`config.mk`:
```
export PLATFORM = sky130hd
export DESIGN_NAME = imem_bundle_responder
export DESIGN_NICKNAME = d
export VERILOG_FILES = /design/src/rtl/vliw_pkg.sv /design/src/rtl/imem_hw_ram.sv /design/src/rtl/imem_bundle_responder.sv
export SDC_FILE = /design/constraint.sdc
export NUM_CORES = 1
export LEC_CHECK = 0
export BUFFER_PORTS_ARGS = -buffer_cell sky130_fd_sc_hd__buf_2
export CAP_MARGIN = 20
export CORE_ASPECT_RATIO = 0.7
export CORE_MARGIN = 5
export CORE_UTILIZATION = 50
export CTS_CLUSTER_DIAMETER = 50
export DETAILED_ROUTE_END_ITERATION = 8
export HOLD_SLACK_MARGIN = 0.05
export PLACE_DENSITY = 0.68
export SYNTH_ARGS = -nofsm -noshare
export SYNTH_HDL_FRONTEND = slang
export SYNTH_HIERARCHICAL = 1
export SYNTH_SLANG_ARGS = --single-unit
```
`constraint.sdc`:
```
create_clock -name clk -period 2.94 [get_ports clk]
set_input_delay 0.294 -clock clk [delete_from_list [all_inputs] [get_ports clk]]
set_output_delay 0.294 -clock clk [all_outputs]
set_load 0.02 [all_outputs]
```
`src/rtl/vliw_pkg.sv`:
```
// Shared VLIW front-end types and widths.
// Used by the instruction-memory responder and its halfword RAM.
package vliw_pkg;

  localparam int INSTR1_W = 32;
  localparam int INSTR2_W = 16;
  localparam int HALF_W   = 16;

  typedef enum logic [2:0] {
    IDLE,
    RD0,
    RD1,
    RD2,
    RESP
  } imem_state_t;

  // Even-parity bit: makes the XOR of data plus parity equal zero.
  function automatic logic even_par(input logic [HALF_W-1:0] d);
    return ^d;
  endfunction

endpackage

```
`src/rtl/imem_hw_ram.sv`:
```
// Halfword instruction RAM: one write port, one async read port.
// Optional IMEM_PARITY_EN stores and rechecks an even-parity bit.
module imem_hw_ram
  import vliw_pkg::*;
#(
  parameter int DEPTH  = 64,
  parameter int ADDR_W = 6
) (
  input  logic              clk,
  input  logic              we,
  input  logic [ADDR_W-1:0] waddr,
  input  logic [HALF_W-1:0] wdata,
  input  logic [ADDR_W-1:0] raddr,
  output logic [HALF_W-1:0] rdata,
  output logic              rperr
);

`ifdef IMEM_PARITY_EN
  logic [HALF_W:0] mem_q [DEPTH];

  // Store data with its parity bit on top.
  always_ff @(posedge clk) begin
    if (we) begin
      mem_q[waddr] <= {even_par(wdata), wdata};
    end
  end

  assign rdata = mem_q[raddr][HALF_W-1:0];
  assign rperr = ^mem_q[raddr];
`else
  logic [HALF_W-1:0] mem_q [DEPTH];

  // Plain halfword write.
  always_ff @(posedge clk) begin
    if (we) begin
      mem_q[waddr] <= wdata;
    end
  end

  assign rdata = mem_q[raddr];
  assign rperr = 1'b0;
`endif

endmodule

```
`src/rtl/imem_bundle_responder.sv`:
```
// Serves one 48-bit VLIW bundle per request from three halfword reads.
// Optional IMEM_PARITY_EN reports stored-parity mismatches on resp_perr.
module imem_bundle_responder
  import vliw_pkg::*;
#(
  parameter int DEPTH  = 64,
  parameter int ADDR_W = 6
) (
  input  logic                clk,
  input  logic                reset,
  input  logic                req_valid,
  output logic                req_ready,
  input  logic [ADDR_W-1:0]   req_addr,
  output logic                resp_valid,
  input  logic                resp_ready,
  output logic [INSTR1_W-1:0] resp_instr1,
  output logic [INSTR2_W-1:0] resp_instr2,
  output logic                resp_perr,
  input  logic                ld_valid,
  output logic                ld_ready,
  input  logic [ADDR_W-1:0]   ld_addr,
  input  logic [HALF_W-1:0]   ld_data
);

  imem_state_t         state_q, state_d;
  logic [ADDR_W-1:0]   addr_q, addr_d;
  logic [INSTR1_W-1:0] instr1_q, instr1_d;
  logic [INSTR2_W-1:0] instr2_q, instr2_d;
  logic                perr_q, perr_d;
  logic                valid_q, valid_d;

  logic [ADDR_W-1:0]   rd_addr;
  logic [HALF_W-1:0]   rd_data;
  logic                rd_perr;
  logic                wr_en;

  // Port readiness: only IDLE talks to either side; the loader wins ties.
  assign ld_ready  = (state_q == IDLE) && !reset;
  assign req_ready = ld_ready && !ld_valid;
  assign wr_en     = ld_valid && ld_ready;

  // Read address walks base, base+1, base+2, wrapping mod DEPTH.
  always_comb begin
    rd_addr = addr_q;
    unique case (state_q)
      RD1:     rd_addr = addr_q + ADDR_W'(1);
      RD2:     rd_addr = addr_q + ADDR_W'(2);
      default: rd_addr = addr_q;
    endcase
  end

  imem_hw_ram #(
    .DEPTH  (DEPTH),
    .ADDR_W (ADDR_W)
  ) u_ram (
    .clk   (clk),
    .we    (wr_en),
    .waddr (ld_addr),
    .wdata (ld_data),
    .raddr (rd_addr),
    .rdata (rd_data),
    .rperr (rd_perr)
  );

  // Next-state and capture logic for the bundle sequencer.
  always_comb begin
    state_d  = state_q;
    addr_d   = addr_q;
    instr1_d = instr1_q;
    instr2_d = instr2_q;
    perr_d   = perr_q;
    valid_d  = valid_q;
    unique case (state_q)
      IDLE: begin
        if (req_valid && req_ready) begin
          addr_d  = req_addr;
          perr_d  = 1'b0;
          state_d = RD0;
        end
      end
      RD0: begin
        instr1_d[15:0] = rd_data;
        perr_d         = perr_q | rd_perr;
        state_d        = RD1;
      end
      RD1: begin
        instr1_d[31:16] = rd_data;
        perr_d          = perr_q | rd_perr;
        state_d         = RD2;
      end
      RD2: begin
        instr2_d = rd_data;
        perr_d   = perr_q | rd_perr;
        valid_d  = 1'b1;
        state_d  = RESP;
      end
      RESP: begin
        if (resp_ready) begin
          valid_d = 1'b0;
          state_d = IDLE;
        end
      end
      default: begin
        valid_d = 1'b0;
        state_d = IDLE;
      end
    endcase
  end

  // State and registered outputs; reset abandons any bundle in flight.
  always_ff @(posedge clk) begin
    if (reset) begin
      state_q  <= IDLE;
      addr_q   <= '0;
      instr1_q <= '0;
      instr2_q <= '0;
      perr_q   <= 1'b0;
      valid_q  <= 1'b0;
    end else begin
      state_q  <= state_d;
      addr_q   <= addr_d;
      instr1_q <= instr1_d;
      instr2_q <= instr2_d;
      perr_q   <= perr_d;
      valid_q  <= valid_d;
    end
  end

  assign resp_valid  = valid_q;
  assign resp_instr1 = instr1_q;
  assign resp_instr2 = instr2_q;
  assign resp_perr   = perr_q;

endmodule

```
==> Flow_metrics.wiki <==
{| class="wikitable"
! Metric !! Value
|-
| Synthesized flop and latch total || 1,083
|-
| Width of the chip || roughly 360 um
|-
| Slew of the pin with the lowest slew margin || 1.167 ns
|-
| Routability Congestion || between 0.9 and 1
|-
| Synth-to-layout area growth || 20.14%
|-
| Crit path time final || 3.229 ns
|-
| Worst hold path type || primary input to register
|-
| Relative slew margins || between 20 and 25%
|-
| Total number of clock tree sinks || 1,083
|-
| Worst-Skew Late Latency || 0.66 ns
|-
| Top fanout value on the critical path || 14
|-
| Drc violations || 0
|-
| Number of nets in the final layout || approximately 2,600
|-
| Area of the placeable core || ~84,000 um2
|-
| Crit path setup slack, layout || -0.2889 ns
|-
| Number of buffers added by the clock tree synthesis step || 96
|-
| CP endpoint kind || register
|-
| Cells after synthesis || approximately 2,100
|-
| Category of the critical setup timing path || register to register
|-
| Most used flip-flop cell after synthesis || sky130_fd_sc_hd__edfxtp_1
|-
| Ys Warns || 6
|-
| Cell area after synthesis || approximately 42,000 um2
|-
| Post-DP HPWL || between 70,000 and 80,000 um
|-
| Maximum achievable frequency || around 0.31 GHz
|-
| TritonCTS clock tree || built
|-
| Sum Neg Setup Slack || -10.79 ns
|-
| Post-Synthesis Net Count || about 2,100
|-
| WP data required || around 3.5 ns
|-
| Global-route wire length before repair || about 150,000 um
|-
| Buffers from clock root to sink, at most || 3
|-
| Fraction of registers with async set or reset after synthesis || 0%
|-
| Lkg Pwr || roughly 16 nW
|-
| Failing checks || negative setup slack
|-
| Hold Worst Slack || between 0.09 and 0.1 ns
|-
| Proportion of synthesized chip area in sequential cells || between 70 and 80%
|-
| Final Routed Wirelength || about 110,000 um
|-
| Area of all sequential standard cells || roughly 32,000 um2
|-
| CTS root buf || sky130_fd_sc_hd__clkbuf_16
|-
| Clock slew seen by the registers of the worst setup and hold paths || 0.07 ns
|-
| Post-layout total power || ~33 mW
|-
| Top library cells by usage in the layout, fill and taps aside || sky130_fd_sc_hd__edfxtp_1 (1,024), sky130_fd_sc_hd__buf_4 (249), sky130_fd_sc_hd__mux4_2 (220), sky130_fd_sc_hd__nand2_1 (158), sky130_fd_sc_hd__clkbuf_16 (103)
|-
| Fraction of layout instances using a drive strength above 1 || around 34%
|-
| Number of buffers inserted by port buffering || 84
|-
| Starting utilization of the core area || roughly half
|-
| Max VDD drop || about 0.44 mV
|-
| Final routed wire length divided by cell count || 28.77 um
|-
| Setup repair after global routing missed its margin || true
|-
| Cell area power density || 644.4 nW/um2
|-
| DR vias || approximately 23,000
|-
| Num rows || slightly below 90
|-
| Worst endpoint data arrival time || roughly 3.8 ns
|-
| Remaining antenna violation count || 0
|-
| Worst clock skew || approximately 0.025 ns
|-
| Die height || 252.7 um
|-
| Total global-route track usage || a little under a quarter
|-
| Max-cap violations || 0
|-
| First drt pass iteration count || 5
|-
| DRT iter0 DRCs || approximately 3,300
|-
| Hold violation count in the final report || 0
|-
| Via count of the first global-routing pass || 22,090
|-
| Via-to-Cell Ratio || 6.109
|-
| Number of setup violations in the final report || 48
|-
| Die area || 90,110 um2
|-
| Outcome || finished, violations left
|-
| Number of enable flip-flop cells after synthesis || between 1,000 and 1,500
|-
| Global route total overflow || 0
|-
| Most common cell after layout, fill and taps aside || sky130_fd_sc_hd__edfxtp_1
|-
| Number of different library cells in the post-synthesis netlist || between 50 and 60
|-
| Antenna violations before repair || 1
|-
| Mean instance size in the synthesized netlist || around 20 um2
|-
| Number of max-slew violations in the final report || 0
|-
| Number of levels the H-tree was split into || 3
|-
| Multi-input gate area in the final layout || between 9000 and 10,000 um2
|-
| IO Count || 85
|-
| Fill cell count || between 5,000 and 6,000
|-
| Pin count of the biggest net entering global routing || between 60 and 70
|-
| Startpoint Class || register
|-
| Final worst-path cycle share || 109.8%
|}
==> report_power, final <==
part / switching (mW) / leakage (nW) / internal [mW]
clock network: 5.42 / 1.54 / 7.08
logic: 1.71 / 4.98 / 1.39
registers: 0.0345 / 9.68 / 16.9
==> repair_timing <==
item                                   in CTS  in global routing
cloned                                      1                  2
setup buffers                               8                  5
resized for setup                          50                 26
hold buffers                                7                  1
setup endpoints to repair                  48                 73
endpoints found under the hold margin       8                  5
pin swaps                                   5                  2
==> cells by family (layout without fill, tap and decap cells) <==
family	Yosys count	count (layout)	share of synthesized area (%)
and+or+nand+nor	347	347	3.820
adders and majority gates	2	2	0.05949
DFF	1083	1083	75.92
buffers and inverters	130	622	2.118
AOI/OAI and AO/OA	201	201	3.189
muxes	336	336	14.78
other	1	2	0.008917
xor gates and xnor gates	5	5	0.1041
==> layout make-up <==
class	count	share of cell area, %
tap	1137	2.816
inverter	3	0.04705
multi-input combinational	892	19.05
timing repair buffer	442	8.675
clock buffer	130	5.354
sequential	1083	63.20
antenna	1	0.004953
clock inverter	47	0.8543
==> per-stage QoR <==
| stage | std cells | utilization [%] | worst slack [ns] | cell area [um2] |
|---|---|---|---|---|
| after floorplan | 2105 | - | -0.01304 | 42110 |
| after global placement | 3532 | 55.71 | -0.5776 | 46710 |
| after detailed placement | 3532 | 55.71 | -0.6570 | 46710 |
| after CTS | 3725 | 59.95 | -0.2818 | 50270 |
| after global routing | 3734 | 60.25 | -0.3848 | 50520 |
| final | 3735 | 60.26 | -0.2889 | 50530 |
==> synthesized netlist by cell type (6+ instances only) <==
cell type / n / area share [%]
sky130_fd_sc_hd__mux2i_1: 85 / 2.0
sky130_fd_sc_hd__buf_4: 15 / 0.27
sky130_fd_sc_hd__edfxtp_1: 1024 / 73
sky130_fd_sc_hd__clkbuf_1: 33 / 0.29
sky130_fd_sc_hd__nor2b_1: 31 / 0.46
sky130_fd_sc_hd__a21oi_1: 73 / 0.87
sky130_fd_sc_hd__buf_6: 21 / 0.56
sky130_fd_sc_hd__a22o_1: 6 / 0.12
sky130_fd_sc_hd__nand4_1: 12 / 0.18
sky130_fd_sc_hd__mux4_2: 220 / 12
sky130_fd_sc_hd__a211o_1: 9 / 0.19
sky130_fd_sc_hd__o21ai_0: 17 / 0.20
sky130_fd_sc_hd__dfxtp_1: 59 / 2.8
sky130_fd_sc_hd__nor2_1: 77 / 0.69
sky130_fd_sc_hd__a311oi_1: 8 / 0.17
sky130_fd_sc_hd__a221o_1: 6 / 0.14
sky130_fd_sc_hd__nand3_1: 30 / 0.36
sky130_fd_sc_hd__a22oi_1: 39 / 0.70
sky130_fd_sc_hd__nand2b_1: 6 / 0.089
sky130_fd_sc_hd__a211oi_1: 8 / 0.14
sky130_fd_sc_hd__a31oi_1: 8 / 0.12
sky130_fd_sc_hd__a221oi_1: 16 / 0.33
sky130_fd_sc_hd__nand2_1: 159 / 1.4
sky130_fd_sc_hd__buf_2: 44 / 0.52
sky130_fd_sc_hd__mux2_2: 27 / 0.72
==> sequential cells by signal, summed over array words and instances (netlist names) <==
signal,cells
addr_q,6
resp_instr1,32
resp_instr2,16
resp_perr,1
resp_valid,1
state_q,3
u_ram/mem_q,1024
==> critical path, cell delays in order (launching register included) <==
cell and delay, ns:
sky130_fd_sc_hd__dfxtp_1 0.31, sky130_fd_sc_hd__or3b_4 0.43, sky130_fd_sc_hd__xnor2_4 0.18, sky130_fd_sc_hd__buf_12 0.21
sky130_fd_sc_hd__buf_16 0.19, sky130_fd_sc_hd__buf_4 0.19, sky130_fd_sc_hd__buf_4 0.21, sky130_fd_sc_hd__mux2i_2 0.27
sky130_fd_sc_hd__a22oi_1 0.13, sky130_fd_sc_hd__a41oi_1 0.27, sky130_fd_sc_hd__buf_4 0.18, sky130_fd_sc_hd__o21ai_0 0.09
sky130_fd_sc_hd__and4_1 0.25, sky130_fd_sc_hd__nand2_1 0.08, sky130_fd_sc_hd__a21oi_1 0.07
==> per-layer routing <==
layer	GRT usage, %	up-vias	share of wire, %
met5	0	-	0
met4	5.211	0	2.0
met3	5.043	146	12
met2	33.61	1297	44
met1	38.36	11940	42
li1	-	9437	-
==> worst paths after layout <==
check / to / slack [ns] / start / depth (start not counted)
setup / recovery: resp_instr2[10] / -0.29 / state_q[2] / 14
hold / removal: addr_q[4] / 0.1 / ld_valid / 4
setup reg to reg: resp_instr2[10] / -0.29 / state_q[2] / 14
hold reg to reg: resp_instr2[6] / 0.46 / resp_instr2[6] / 2
Power figures use the tool's default switching activity.
